**src/rtl/alu_defs_pkg.sv**
```systemverilog
// alu_defs: 4-bit ALU control encodings shared by ALU control, the execute stage and its bench.
// Revision: 1.0
`default_nettype none

package alu_defs;

  localparam logic [3:0] ALU_AND  = 4'b0000;
  localparam logic [3:0] ALU_OR   = 4'b0001;
  localparam logic [3:0] ALU_ADD  = 4'b0010;
  localparam logic [3:0] ALU_SLL  = 4'b0011;
  localparam logic [3:0] ALU_SRL  = 4'b0100;
  localparam logic [3:0] ALU_MULA = 4'b0101;
  localparam logic [3:0] ALU_SUB  = 4'b0110;
  localparam logic [3:0] ALU_SLT  = 4'b0111;
  localparam logic [3:0] ALU_ADDU = 4'b1000;
  localparam logic [3:0] ALU_SUBU = 4'b1001;
  localparam logic [3:0] ALU_XOR  = 4'b1010;
  localparam logic [3:0] ALU_SLTU = 4'b1011;
  localparam logic [3:0] ALU_NOR  = 4'b1100;
  localparam logic [3:0] ALU_SRA  = 4'b1101;
  localparam logic [3:0] ALU_LUI  = 4'b1110;

  // Two's-complement overflow from operand and result sign bits.
  function automatic logic signed_ovf(input logic a_msb, input logic b_msb,
                                      input logic r_msb, input logic is_sub);
    if (is_sub) return (a_msb != b_msb) && (r_msb != a_msb);
    else        return (a_msb == b_msb) && (r_msb != a_msb);
  endfunction

endpackage

`default_nettype wire

```
**src/rtl/shift_add_multiplier.sv**
```systemverilog
// shift_add_multiplier: 32x32 unsigned iterative multiplier, one partial product per step.
// Revision: 1.0
`default_nettype none

module shift_add_multiplier (
  input  logic        clk,
  input  logic        reset,
  input  logic        start,
  input  logic        step,
  input  logic [31:0] a,
  input  logic [31:0] b,
  output logic [63:0] product,
  output logic        last
);

  logic [63:0] r_mcand;
  logic [31:0] r_mplier;
  logic [63:0] r_prod;
  logic [4:0]  r_cnt;

  always_ff @(posedge clk or posedge reset) begin
    if (reset) begin
      r_mcand  <= 64'h0;
      r_mplier <= 32'h0;
      r_prod   <= 64'h0;
      r_cnt    <= 5'd0;
    end else if (start) begin
      r_mcand  <= {32'h0, a};
      r_mplier <= b;
      r_prod   <= 64'h0;
      r_cnt    <= 5'd0;
    end else if (step) begin
      if (r_mplier[0]) r_prod <= r_prod + r_mcand;
      r_mcand  <= r_mcand << 1;
      r_mplier <= r_mplier >> 1;
      r_cnt    <= r_cnt + 5'd1;
    end
  end

  assign product = r_prod;
  assign last    = step && (r_cnt == 5'd31);

endmodule

`default_nettype wire

```
**src/rtl/alu_exec_unit.sv**
```systemverilog
// alu_exec_unit: registered execute stage; MULA multiply-accumulate into HI/LO when ALU_MULA_EN is defined.
// Revision: 1.0
`default_nettype none

module alu_exec_unit (
  input  logic        clk,
  input  logic        reset,
  input  logic        start,
  input  logic [3:0]  alu_ctrl,
  input  logic [31:0] bus_a,
  input  logic [31:0] bus_b,
  input  logic [4:0]  shamt,
  input  logic        acc_clr,
  output logic [31:0] result,
  output logic        zero,
  output logic        overflow,
  output logic        busy,
  output logic        done,
  output logic [31:0] hi,
  output logic [31:0] lo
);

  import alu_defs::*;

  logic [31:0] w_sum;
  logic [31:0] w_diff;
  logic [31:0] w_alu_result;
  logic        w_alu_ovf;

  assign w_sum  = bus_a + bus_b;
  assign w_diff = bus_a - bus_b;

  always_comb begin
    w_alu_result = 32'h0;
    w_alu_ovf    = 1'b0;
    case (alu_ctrl)
      ALU_AND:  w_alu_result = bus_a & bus_b;
      ALU_OR:   w_alu_result = bus_a | bus_b;
      ALU_ADD: begin
        w_alu_result = w_sum;
        w_alu_ovf    = signed_ovf(bus_a[31], bus_b[31], w_sum[31], 1'b0);
      end
      ALU_SLL:  w_alu_result = bus_b << shamt;
      ALU_SRL:  w_alu_result = bus_b >> shamt;
      ALU_SUB: begin
        w_alu_result = w_diff;
        w_alu_ovf    = signed_ovf(bus_a[31], bus_b[31], w_diff[31], 1'b1);
      end
      ALU_SLT:  w_alu_result = {31'h0, $signed(bus_a) < $signed(bus_b)};
      ALU_ADDU: w_alu_result = w_sum;
      ALU_SUBU: w_alu_result = w_diff;
      ALU_XOR:  w_alu_result = bus_a ^ bus_b;
      ALU_SLTU: w_alu_result = {31'h0, bus_a < bus_b};
      ALU_NOR:  w_alu_result = ~(bus_a | bus_b);
      ALU_SRA:  w_alu_result = $signed(bus_b) >>> shamt;
      ALU_LUI:  w_alu_result = {bus_b[15:0], 16'h0};
      default:  w_alu_result = 32'h0;  // MULA in the single-cycle path and unused 1111
    endcase
  end

`ifdef ALU_MULA_EN
  localparam logic [1:0] S_IDLE = 2'd0;
  localparam logic [1:0] S_MUL  = 2'd1;
  localparam logic [1:0] S_ACC  = 2'd2;

  logic [1:0]  r_state;
  logic [31:0] r_hi;
  logic [31:0] r_lo;
  logic        w_mul_start;
  logic        w_step;
  logic        w_last;
  logic [63:0] w_product;
  logic [63:0] w_acc;

  assign w_mul_start = (r_state == S_IDLE) && start && (alu_ctrl == ALU_MULA);
  assign w_step      = (r_state == S_MUL);
  assign w_acc       = {r_hi, r_lo} + w_product;

  shift_add_multiplier u_mult (
    .clk     (clk),
    .reset   (reset),
    .start   (w_mul_start),
    .step    (w_step),
    .a       (bus_a),
    .b       (bus_b),
    .product (w_product),
    .last    (w_last)
  );

  always_ff @(posedge clk or posedge reset) begin
    if (reset) begin
      r_state  <= S_IDLE;
      result   <= 32'h0;
      zero     <= 1'b1;
      overflow <= 1'b0;
      done     <= 1'b0;
      r_hi     <= 32'h0;
      r_lo     <= 32'h0;
    end else begin
      done <= 1'b0;
      case (r_state)
        S_IDLE: begin
          // Clearing here precedes a same-cycle MULA, whose accumulate is 33 cycles away.
          if (acc_clr) begin
            r_hi <= 32'h0;
            r_lo <= 32'h0;
          end
          if (start) begin
            if (alu_ctrl == ALU_MULA) begin
              r_state <= S_MUL;
            end else begin
              result   <= w_alu_result;
              zero     <= (w_alu_result == 32'h0);
              overflow <= w_alu_ovf;
              done     <= 1'b1;
            end
          end
        end
        S_MUL: begin
          if (w_last) r_state <= S_ACC;
        end
        S_ACC: begin
          r_hi     <= w_acc[63:32];
          r_lo     <= w_acc[31:0];
          result   <= w_acc[31:0];
          zero     <= (w_acc[31:0] == 32'h0);
          overflow <= 1'b0;
          done     <= 1'b1;
          r_state  <= S_IDLE;
        end
        default: r_state <= S_IDLE;
      endcase
    end
  end

  assign busy = (r_state != S_IDLE);
  assign hi   = r_hi;
  assign lo   = r_lo;
`else
  logic unused_acc_clr;
  assign unused_acc_clr = acc_clr;

  always_ff @(posedge clk or posedge reset) begin
    if (reset) begin
      result   <= 32'h0;
      zero     <= 1'b1;
      overflow <= 1'b0;
      done     <= 1'b0;
    end else begin
      done <= 1'b0;
      if (start) begin
        result   <= w_alu_result;
        zero     <= (w_alu_result == 32'h0);
        overflow <= w_alu_ovf;
        done     <= 1'b1;
      end
    end
  end

  assign busy = 1'b0;
  assign hi   = 32'h0;
  assign lo   = 32'h0;
`endif

endmodule

`default_nettype wire

```
**config.mk**
```make
export PLATFORM = sky130hd
export DESIGN_NAME = alu_exec_unit
export DESIGN_NICKNAME = d
export VERILOG_FILES = /design/src/rtl/alu_defs_pkg.sv /design/src/rtl/shift_add_multiplier.sv /design/src/rtl/alu_exec_unit.sv
export SDC_FILE = /design/constraint.sdc
export NUM_CORES = 1
export LEC_CHECK = 0
export CAP_MARGIN = 15
export CORE_ASPECT_RATIO = 1.2
export CORE_MARGIN = 5
export CORE_UTILIZATION = 35
export CTS_BUF_LIST = sky130_fd_sc_hd__clkbuf_8
export CTS_CLUSTER_SIZE = 20
export DETAILED_ROUTE_END_ITERATION = 16
export PLACE_DENSITY = 0.64
export RECOVER_POWER = 50
export SYNTH_ARGS = -nofsm -noshare
export SYNTH_HDL_FRONTEND = slang
export SYNTH_SLANG_ARGS = --single-unit
```
**constraint.sdc**
```tcl
create_clock -name clk -period 1.8 [get_ports clk]
set_input_delay 0.18 -clock clk [delete_from_list [all_inputs] [get_ports clk]]
set_output_delay 0.18 -clock clk [all_outputs]
set_load 0.03 [all_outputs]
```
==> metrics.md <==
| Metric | Value |
|---|---|
| Die height | `217 µm` |
| Post-synth EDFFs | `0` |
| Depth of the CTS H-tree | `2` |
| CP Cell Sequence | `buf_8 -> clkinvlp_4 -> buf_6 -> fa_2 -> nand2b_4 -> a2111oi_4 -> nor2b_4 -> o21ai_2 -> o211ai_1 -> a2111oi_4 -> o2111a_1 -> nand4_1 -> nor4_2 -> buf_4 -> nand4_1 -> o21ai_1` |
| # hold bufs at CTS | `0` |
| Final Wtd Congestion | `1.09` |
| Via count | `18.8k` |
| Psw | `4.98 mW` |
| Die footprint | `39500 µm²` |
| RSZ-0062 raised after global routing | `true` |
| Total Wirelength | `86500 µm` |
| Initial core utilization | `0.355` |
| Initial antenna violation count | `1` |
| Max incr delay on CP | `0.41 ns` |
| Synth top cells by count | `175 x nor2_1, 124 x nand2_1, 119 x a21oi_1` |
| Max_slew headroom | `0.425` |
| Setup tns final | `-26.12 ns` |
| Critical Path Fanout Max | `4` |
| Post-route worst setup slack | `-1.26 ns` |
| Die width | `182 µm` |
| Avg Inst Size Synth | `7.27 µm²` |
| Post-synth top area share | `0.100` |
| Syn-to-layout area delta | `92.4%` |
| Area contributors post-synth | `ha_1 10%, dfrtp_1 6.8%, mux2i_1 6.6%` |
| Total CTS buffers | `5` |
| Util after Layout | `0.683` |
| Async SR Flop Fraction | `1.00` |
| Hpwl dp | `68300 µm` |
| CTS Buffer Depth | `2` |
| Pwr dens | `440 nW/µm²` |
| Synth Flop Type | `dfrtp_1` |
| Crit Path Category | `in -> reg` |
| Slew Viols, Final | `0` |
| Post-DP Area | `19800 µm²` |
| Crit path launch type | `input pin` |
| DR iter-0 viols | `2105` |
| Vias per Instance | `6.12` |
| Worst skew pair latency | `0.30 ns` |
| Fin area | `24000 µm²` |
| Final setup viols | `34` |
| Fraction of layout cells with a size suffix above 1 | `0.577` |
| Row count | `75` |
| Root Driver | `clkbuf_8` |
| Worst path top cell family by delay | `compound AO/OA/AOI/OAI gates` |
| Most common cell in the netlist | `nor2_1` |
| Post-synthesis sequential area ratio | `0.0704` |
| Setup crit end kind | `flop` |
| Fill count | `2884` |
| Worst Hold Class | `reg -> reg` |
| Largest net degree at the start of global routing | `58` |
| Max Freq | `327 MHz` |
| Worst-margin pin slew | `0.857 ns` |
| Post-Route Skew | `0 ns` |
| Post-Synthesis Cells | `1716` |
| Combinational share of power | `0.837` |
| Seq pwr share | `0.094` |
| Max VDD drop | `0.249 mV` |
| Clock power frac | `0.070` |
| Slowest CP cell | `a2111oi_4` |
| Tcrit/Tclk final | `1.70` |
| GRT overflow | `0` |
| Core area | `35100 µm²` |
| Pre-antenna DRT Iters | `9` |
| Synth cell types | `95` |
| Failing checks | `negative setup slack` |
| DRT antenna net count | `0` |
| First-pass GRT wire length | `121000 µm` |
| Crit path time final | `3.06 ns` |
| MaxCap Viol Count | `0` |
| Leak pwr | `10.6 nW` |
| Buf/Inv on CP | `4` |
| Gr usage total | `0.407` |
| Layout Nets | `2791` |
| # IOs | `177` |
| Post-synth top area cell | `ha_1` |
| Wire length per cell | `28.1 µm` |
| Vias in the first global route | `18.6k` |
| Cell area after synthesis | `12500 µm²` |
| DRC Markers | `0` |
| PortBufs | `110` |
| CTS clock-pin slew for the worst setup and hold paths | `0.07 ns` |
| Arr. time, crit path | `3.29 ns` |
| Synth warn | `0` |
| Sw frac | `0.472` |
| CTS tree | `yes` |
| Status | `finished, violations left` |
| Worst path required time | `2.03 ns` |
| Synth Register Bits | `35` |
| Sink Count | `35` |
| Final Hold Viols | `0` |
| Internal | `5.57 mW` |
==> kinds of logic after synthesis <==
family                   Yosys count  synth area share
buffers and inverters            328             0.130
multiplexers                     157             0.166
AND/OR/NAND/NOR                  514             0.196
XOR/XNOR                          25            0.0176
flip-flops                        35            0.0704
other                              1          0.000301
AO/OA/AOI/OAI                    554             0.317
adder cells (fa/ha/maj)          102             0.104
==> power groups by stage <==
stage | sequential (mW) | combinational, mW | clock, mW
5_1_grt | 1.01 | 9.12 | 0.776
6_report | 0.987 | 8.83 | 0.734
3_3_place_gp | 0.996 | 6.91 | 0
3_5_place_dp | 1.00 | 6.94 | 0
2_1_floorplan | 1.26 | 3.23 | 0
4_1_cts | 0.990 | 8.11 | 0.746
==> per-layer routing <==
| metal | GRT usage | vias to the layer above | routed length, µm |
|---|---|---|---|
| li1 | - | 8115 | - |
| met1 | 0.488 | 9113 | 32100 |
| met2 | 0.679 | 1231 | 39500 |
| met3 | 0.0488 | 371 | 6810 |
| met4 | 0.280 | 0 | 8130 |
| met5 | 0 | - | 0 |
==> cells in the final DEF, fill, tap and decap left out, drive strengths merged, types with 46 or more instances in the layout <==
| master | n |
|---|---|
| o21ai | 69 |
| nand2 | 124 |
| ha | 100 |
| mux2i | 83 |
| buf | 974 |
| inv | 109 |
| nor2 | 176 |
| a21oi | 120 |
| conb | 65 |
| a211oi | 46 |
==> final cells by class <==
type / instances / area, µm² / area share
well taps: 462 / 578 / 0.0241
flip-flops and latches: 35 / 877 / 0.0366
clock inverters: 2 / 35.0 / 0.00146
repair buffers: 1042 / 8910 / 0.372
clock buffers: 6 / 82.6 / 0.00344
inverters: 111 / 482 / 0.0201
multi-input cells: 1417 / 13000 / 0.543
diodes: 1 / 2.50 / 0.000104
==> state kept, by name, summed over array words and instances, names as in the netlist <==
name      count
zero          1
overflow      1
done          1
result       32
==> repair_timing <==
| item | 4_1_cts | 5_1_grt |
|---|---|---|
| cloned | 4 | 0 |
| buffers inserted | 128 | 60 |
| pin swaps | 179 | 111 |
| endpoints found under the hold margin | 0 | 0 |
| setup endpoints to repair | 34 | 34 |
| gates resized for setup | 677 | 182 |
==> final timing paths <==
path | startpoint | to | slack (ns) | depth (start not counted)
setup / recovery | bus_b[1] | zero$_DFFE_PP1P_ | -1.26 | 16
hold / removal | result[27]$_DFFE_PP0P_ | result[27]$_DFFE_PP0P_ | 0.48 | 1
setup reg to reg | result[14]$_DFFE_PP0P_ | result[14]$_DFFE_PP0P_ | 1.00 | 2
hold reg to reg | result[27]$_DFFE_PP0P_ | result[27]$_DFFE_PP0P_ | 0.48 | 1
max in group asynchronous | reset | result[12]$_DFFE_PP0P_ | 0.69 | 3
min in group asynchronous | reset | result[25]$_DFFE_PP0P_ | 0.57 | 3
==> per-stage QoR <==
stage / hold slack, ns / total power, mW / cells / setup slack [ns]
floorplan: 0.211 / 4.50 / 1780 / -1.06
global placement: 0.463 / 7.91 / 2900 / -2.11
detailed placement: 0.472 / 7.94 / 2900 / -2.15
CTS: 0.278 / 9.85 / 3031 / -1.20
global route: 0.499 / 10.9 / 3075 / -1.34
finish: 0.481 / 10.5 / 3076 / -1.26
Power figures use the tool's default switching activity.
